## config.mk

```make
export PLATFORM = sky130hd
export DESIGN_NAME = thor2021_ir_sequencer
export DESIGN_NICKNAME = d
export VERILOG_FILES = /design/src/rtl/thor2021_ir_sequencer.sv
export SDC_FILE = /design/constraint.sdc
export NUM_CORES = 1
export LEC_CHECK = 0
export CAP_MARGIN = 10
export CORE_MARGIN = 2
export CORE_UTILIZATION = 60
export CTS_CLUSTER_DIAMETER = 50
export DETAILED_ROUTE_END_ITERATION = 8
export DONT_BUFFER_PORTS = 1
export PLACE_DENSITY = 0.79
export RECOVER_POWER = 25
export SYNTH_ARGS = -nofsm -noshare
export SYNTH_HDL_FRONTEND = slang
export SYNTH_SLANG_ARGS = --single-unit
```

## constraint.sdc

```tcl
create_clock -name clk_i -period 1.93 [get_ports clk_i]
set_input_delay 0.193 -clock clk_i [delete_from_list [all_inputs] [get_ports clk_i]]
set_output_delay 0.193 -clock clk_i [all_outputs]
set_load 0.05 [all_outputs]
```

## src/rtl/thor2021_ir_sequencer.sv

```systemverilog
`default_nettype none
// +----------------------------------------------------------------------------+
// | Module      : thor2021_ir_sequencer                                        |
// | Description : Absorbs EXI prefix words from the fetch stream and presents  |
// |               {ir, xir, pc} triples to the decoder via one output register.|
// | Revision    : 1.0  initial release                                         |
// +----------------------------------------------------------------------------+
module thor2021_ir_sequencer #(
    parameter int          IW       = 48,
    parameter int          AW       = 32,
    parameter logic [7:0]  EXI7_OP  = 8'h50,
    parameter logic [7:0]  EXI23_OP = 8'h51,
    parameter logic [7:0]  EXI41_OP = 8'h52,
    parameter logic [7:0]  NOP_OP   = 8'hF1
) (
    input  logic          clk_i,
    input  logic          rst_i,
    input  logic          flush_i,
    input  logic          fch_valid_i,
    output logic          fch_ready_o,
    input  logic [IW-1:0] fch_ir_i,
    input  logic [AW-1:0] fch_pc_i,
    output logic          dec_valid_o,
    input  logic          dec_ready_i,
    output logic [IW-1:0] ir_o,
    output logic [IW-1:0] xir_o,
    output logic [AW-1:0] pc_o,
    output logic          pfx_pending_o,
    output logic          dbl_pfx_o
);

    localparam logic [0:0]    S_NOPFX    = 1'b0;
    localparam logic [0:0]    S_HELD     = 1'b1;
    localparam logic [IW-1:0] C_NOP_WORD = {{(IW-8){1'b0}}, NOP_OP};

    logic [0:0]    r_state,     w_state_nxt;
    logic [IW-1:0] r_pfx_word,  w_pfx_word_nxt;
    logic [AW-1:0] r_pfx_pc,    w_pfx_pc_nxt;
    logic          r_dec_valid, w_dec_valid_nxt;
    logic [IW-1:0] r_ir,        w_ir_nxt;
    logic [IW-1:0] r_xir,       w_xir_nxt;
    logic [AW-1:0] r_pc,        w_pc_nxt;
    logic          r_dbl,       w_dbl_nxt;

    logic          w_fch_ready;
    logic          w_accept;
    logic          w_is_pfx;

    assign w_fch_ready = ~flush_i & (~r_dec_valid | dec_ready_i);
    assign w_accept    = fch_valid_i & w_fch_ready;
    // Only the opcode byte identifies a prefix; upper bits are payload.
    assign w_is_pfx    = (fch_ir_i[7:0] == EXI7_OP) |
                         (fch_ir_i[7:0] == EXI23_OP) |
                         (fch_ir_i[7:0] == EXI41_OP);

    always_ff @(posedge clk_i) begin
        if (rst_i) begin
            r_state     <= S_NOPFX;
            r_pfx_word  <= '0;
            r_pfx_pc    <= '0;
            r_dec_valid <= 1'b0;
            r_ir        <= C_NOP_WORD;
            r_xir       <= C_NOP_WORD;
            r_pc        <= '0;
            r_dbl       <= 1'b0;
        end else begin
            r_state     <= w_state_nxt;
            r_pfx_word  <= w_pfx_word_nxt;
            r_pfx_pc    <= w_pfx_pc_nxt;
            r_dec_valid <= w_dec_valid_nxt;
            r_ir        <= w_ir_nxt;
            r_xir       <= w_xir_nxt;
            r_pc        <= w_pc_nxt;
            r_dbl       <= w_dbl_nxt;
        end
    end

    always_comb begin
        w_state_nxt     = r_state;
        w_pfx_word_nxt  = r_pfx_word;
        w_pfx_pc_nxt    = r_pfx_pc;
        w_dec_valid_nxt = r_dec_valid;
        w_ir_nxt        = r_ir;
        w_xir_nxt       = r_xir;
        w_pc_nxt        = r_pc;
        w_dbl_nxt       = 1'b0;

        if (flush_i) begin
            w_state_nxt     = S_NOPFX;
            w_pfx_word_nxt  = '0;
            w_pfx_pc_nxt    = '0;
            w_dec_valid_nxt = 1'b0;
        end else begin
            if (r_dec_valid & dec_ready_i) begin
                w_dec_valid_nxt = 1'b0;
            end
            if (w_accept) begin
                if (w_is_pfx) begin
                    w_dbl_nxt      = (r_state == S_HELD);
                    w_pfx_word_nxt = fch_ir_i;
                    w_pfx_pc_nxt   = fch_pc_i;
                    w_state_nxt    = S_HELD;
                end else begin
                    // A prefixed instruction restarts at the prefix address.
                    w_ir_nxt        = fch_ir_i;
                    w_xir_nxt       = (r_state == S_HELD) ? r_pfx_word : C_NOP_WORD;
                    w_pc_nxt        = (r_state == S_HELD) ? r_pfx_pc : fch_pc_i;
                    w_dec_valid_nxt = 1'b1;
                    w_state_nxt     = S_NOPFX;
                    w_pfx_word_nxt  = '0;
                    w_pfx_pc_nxt    = '0;
                end
            end
        end
    end

    assign fch_ready_o   = w_fch_ready;
    assign dec_valid_o   = r_dec_valid;
    assign ir_o          = r_ir;
    assign xir_o         = r_xir;
    assign pc_o          = r_pc;
    assign pfx_pending_o = (r_state == S_HELD);
    assign dbl_pfx_o     = r_dbl;

endmodule
`default_nettype wire
```

Word level (Yosys, flattened, before mapping)
Index checks and enable logic that the tools add are counted.
- flip-flop bits (word level): 211
- input port bits: 85
- output and inout bits: 132
- equality and inequality tests: 3
- mux-type cells: 8
- bitwise operators: 10
- reduce and logical (&&, ||, !) cells: 3
- operators with widths (operator ; number):
    48-bit two-way mux ; 2
    32-bit two-way mux ; 2
    8-bit by 7-bit == test with 1-bit output, second input constant ; 3
    1-bit two-way mux ; 4
    1-bit NOT ; 4
    4-bit OR reduction ; 1
    1-bit bitwise AND ; 3
    1-bit OR ; 3
    3-bit AND reduction ; 1
    2-bit OR reduction ; 1

Longest topological paths before layout
- depth after elaboration: 6
- mapped depth: 7
- gate-level depth less buffers: 4

Least setup slack after synthesis
Ideal clock, no wire load.
- path kind: reg-to-reg
- from: register r_state, in the netlist pfx_pending_o
- to: register r_pc[10], in the netlist pc_o[10]
- setup time: 0.146 ns
- arrival: 1.632 ns
- data required time: 1.784 ns
- setup slack: 0.152 ns
- stages on the path, launching flop included: 5
- path buffers: 2
- cell sequence: dfxtp_1 -> buf_2 -> clkbuf_1 -> mux2i_1 -> a211oi_2
- cells in the longest elaborated chain, start to end: 1
- RTL lines (what ; line ; text):
    start, declared ; 36 ; logic [0:0] r_state, w_state_nxt;
    start signal, assigned ; 67 ; r_state <= w_state_nxt;
    32-bit two-way mux ; 107 ; w_pc_nxt = (r_state == S_HELD) ? r_pfx_pc : fch_pc_i;
    end signal, assigned ; 73 ; r_pc <= w_pc_nxt;
    end, declared ; 42 ; logic [AW-1:0] r_pc, w_pc_nxt;
Every way passes these cells.
A chain may end at the register's enable or synchronous reset.

Worst setup path after layout
- from: register r_dec_valid, in the netlist dec_valid_o
- to: register r_ir[11], in the netlist ir_o[11]
- cells in the longest elaborated chain, start to end: 5
- RTL lines (what ; line ; text):
    start, declared ; 39 ; logic r_dec_valid, w_dec_valid_nxt;
    start signal, assigned ; 70 ; r_dec_valid <= w_dec_valid_nxt;
    1-bit NOT ; 49 ; assign w_fch_ready = ~flush_i & (~r_dec_valid | dec_ready_i);
    1-bit OR ; 49 ;
    1-bit bitwise AND ; 49 ;
    1-bit bitwise AND ; 50 ; assign w_accept = fch_valid_i & w_fch_ready;
    3-bit AND reduction (no line) ; n/a ;
    end signal, assigned ; 71 ; r_ir <= w_ir_nxt;
    end, declared ; 40 ; logic [IW-1:0] r_ir, w_ir_nxt;
Every way passes these cells.

==> results_dict.tcl <==
set metrics [dict create \
    status "complete, but fails checks" \
    violations "negative hold slack" \
    core_um2 12770 \
    wl_per_cell_um 18.60 \
    multi_input_area_um2 3336 \
    cts_buffer_depth 3 \
    critPathKind "reg2reg" \
    wirelength_um 21990 \
    cts_buffers 21 \
    p_leak_nw 3.229 \
    drive_above_1_share 0.09217 \
    hold_viol 108 \
    holdWs_ns -0.2416 \
    slowest_stage "dlygate4sd3_1" \
    rows 41 \
    dr.first_iter.drc_count 723 \
    ant_nets 0 \
    crit_chain "nand2b_4, buf_4, o211ai_4, buf_12, nand2_1, a21oi_1, dlygate4sd3_1" \
    syn_to_final_growth_pct 23.20 \
    clock_latency_ns 0.49 \
    viasPerCell 5.946 \
    finish.utilization 0.7645 \
    cp.arrival_ns 2.36 \
    drv_cap 0 \
    seq_area_um2 4228 \
    tightestPinTransition_ns 0.7288 \
    grt_use_total 0.2893 \
    nFillCells 887 \
    yosysWarnings 0 \
    critPathMaxStageDelay_ns 0.59 \
    fin_crit_sh 0.9994 \
    syn_nets 1014 \
    cp-end-kind "register" \
    io_buffers 0 \
    ys_seq_area_frac 0.5329 \
    post_dp_cell_area_um2 8054 \
    hpwl_um 11510 \
    die_h_um 118.9 \
    worstHoldPathType "in2reg" \
    layout_common_cells "dfxtp_1, nand2_1, a21oi_1" \
    grt_max_degree 137 \
    cp_max_fo 39 \
    cts_tree "yes" \
    overflow 0 \
    slew_headroom 0.5141 \
    cts-root-buf "clkbuf_16" \
    finalClockSkew_ns 0.01554 \
    synth_cells 929 \
    gp_routability_congestion 0.7420 \
    synth_top_area_share 0.5329 \
    worstPathRequired_ns 2.36 \
    layout_commonest_cell "dfxtp_1" \
    dieArea_um2 14150 \
    antenna_found_initial 0 \
    finalSetupTns_ns 0 \
    drt_first_pass_iters 5 \
    avgSynthCellArea_um2 8.532 \
    fin_area_um2 9766 \
    ys_ff_latch 211 \
    grt_pass1_wl_um 34040 \
    ir_drop_mv 0.7392 \
    first_global_vias 6670 \
    ioPinCount 217 \
    drv_slew 0 \
    cts.htree.levels 1 \
    cp-start-kind "register" \
    num_vias 7028 \
    cts.sinks 211 \
    finalSetupViolCount 0 \
    period_minus_slack_ns 1.929 \
    die_width_um 118.9 \
    clkTransAtPathRegs_ns 0.07 \
    ys_types 22 \
    syn_area_um2 7926 \
    drc 0 \
    fmax_mhz 518.4 \
    ys_top_cells_by_area "dfxtp_1, a21oi_1, nand2_1" \
    p_per_area_nw_per_um2 956.0 \
    finalNetCount 1081 \
    yosysTopAreaCell "dfxtp_1" \
    start_util 0.6205 \
]
==> worst max-delay path: cells and delay by family, from the launching register on <==
kind,cells,cell delay [ns]
buf+inv,3,1.00
flops,1,0.37
compound gates,2,0.32
simple gates,2,0.17
==> cell usage after synthesis <==
cell type / number
a211oi_2: 32
o211a_1: 1
mux2i_1: 32
a21oi_1: 164
or2_2: 1
dfxtp_1: 211
nor2b_1: 2
nand4bb_1: 1
nor2_1: 45
buf_4: 4
o211ai_2: 1
and2_1: 1
buf_1: 6
nand2_1: 209
nand3_1: 117
nand2b_1: 2
nor3_1: 20
and3_1: 4
buf_6: 7
clkbuf_1: 44
buf_2: 24
a211o_1: 1
==> sequential cells by signal, indices dropped and copies added (netlist names) <==
register,count
dbl_pfx_o,1
dec_valid_o,1
ir_o,48
pc_o,32
pfx_pending_o,1
r_pfx_pc,32
r_pfx_word,48
xir_o,48
==> layer usage <==
metal,vias to the layer above,GRT usage,share of wire
met5,-,0,0
met4,0,0.1012,0.033
met3,67,0.08477,0.10
met2,378,0.4849,0.49
met1,3292,0.3546,0.38
li1,3291,-,-
==> final cells by class <==
cell class,count,area share
Clock inverter,8,0.007175
Clock buffer,28,0.05855
Sequential cell,211,0.4329
Tap cell,172,0.02204
Antenna cell,1,0.0002562
Multi-Input combinational cell,634,0.3416
Timing Repair Buffer,128,0.1375
==> power breakdown <==
group          leakage, nW  internal, mW  total, mW  switching [mW]
combinational         1.20         0.286      0.656           0.370
clock                0.322          2.22       3.85            1.63
sequential            1.71          4.45       4.83           0.386
total                 3.23          6.95       9.34            2.39
==> cell families after synthesis <==
logic type             synth area share
buffers and inverters           0.05257
AND/OR/NAND/NOR                  0.2161
multiplexers                    0.04041
AO/OA/AOI/OAI                    0.1580
flip-flops                       0.5329
==> final timing paths <==
path	from	to	slack [ns]	cells after the start
worst min-delay path	rst_i	pc_o[16]	-0.24	1
worst max-delay path	dec_valid_o	ir_o[11]	0.001	7
worst min register to register	r_pfx_word[15]	r_pfx_word[15]	0.45	2
worst max register to register	dec_valid_o	ir_o[11]	0.001	7
==> per-stage QoR <==
stage,power [mW],worst slack (ns),cells
4_1_cts,9.367,0.01745,1172
2_1_floorplan,5.301,0.1516,929
3_3_place_gp,5.361,0.1987,1039
5_1_grt,9.632,-0.06598,1181
6_report,9.336,0.001110,1182
3_5_place_dp,5.371,0.1356,1039
==> timing repair <==
action | in CTS | in global routing
setup buffers | 0 | 1
endpoints found under the setup margin | 0 | 14
hold buffers | 97 | 7
hold endpoints to repair | 206 | 115
resized for setup | 0 | 6
No activity file was read; power rests on OpenSTA's default activity.
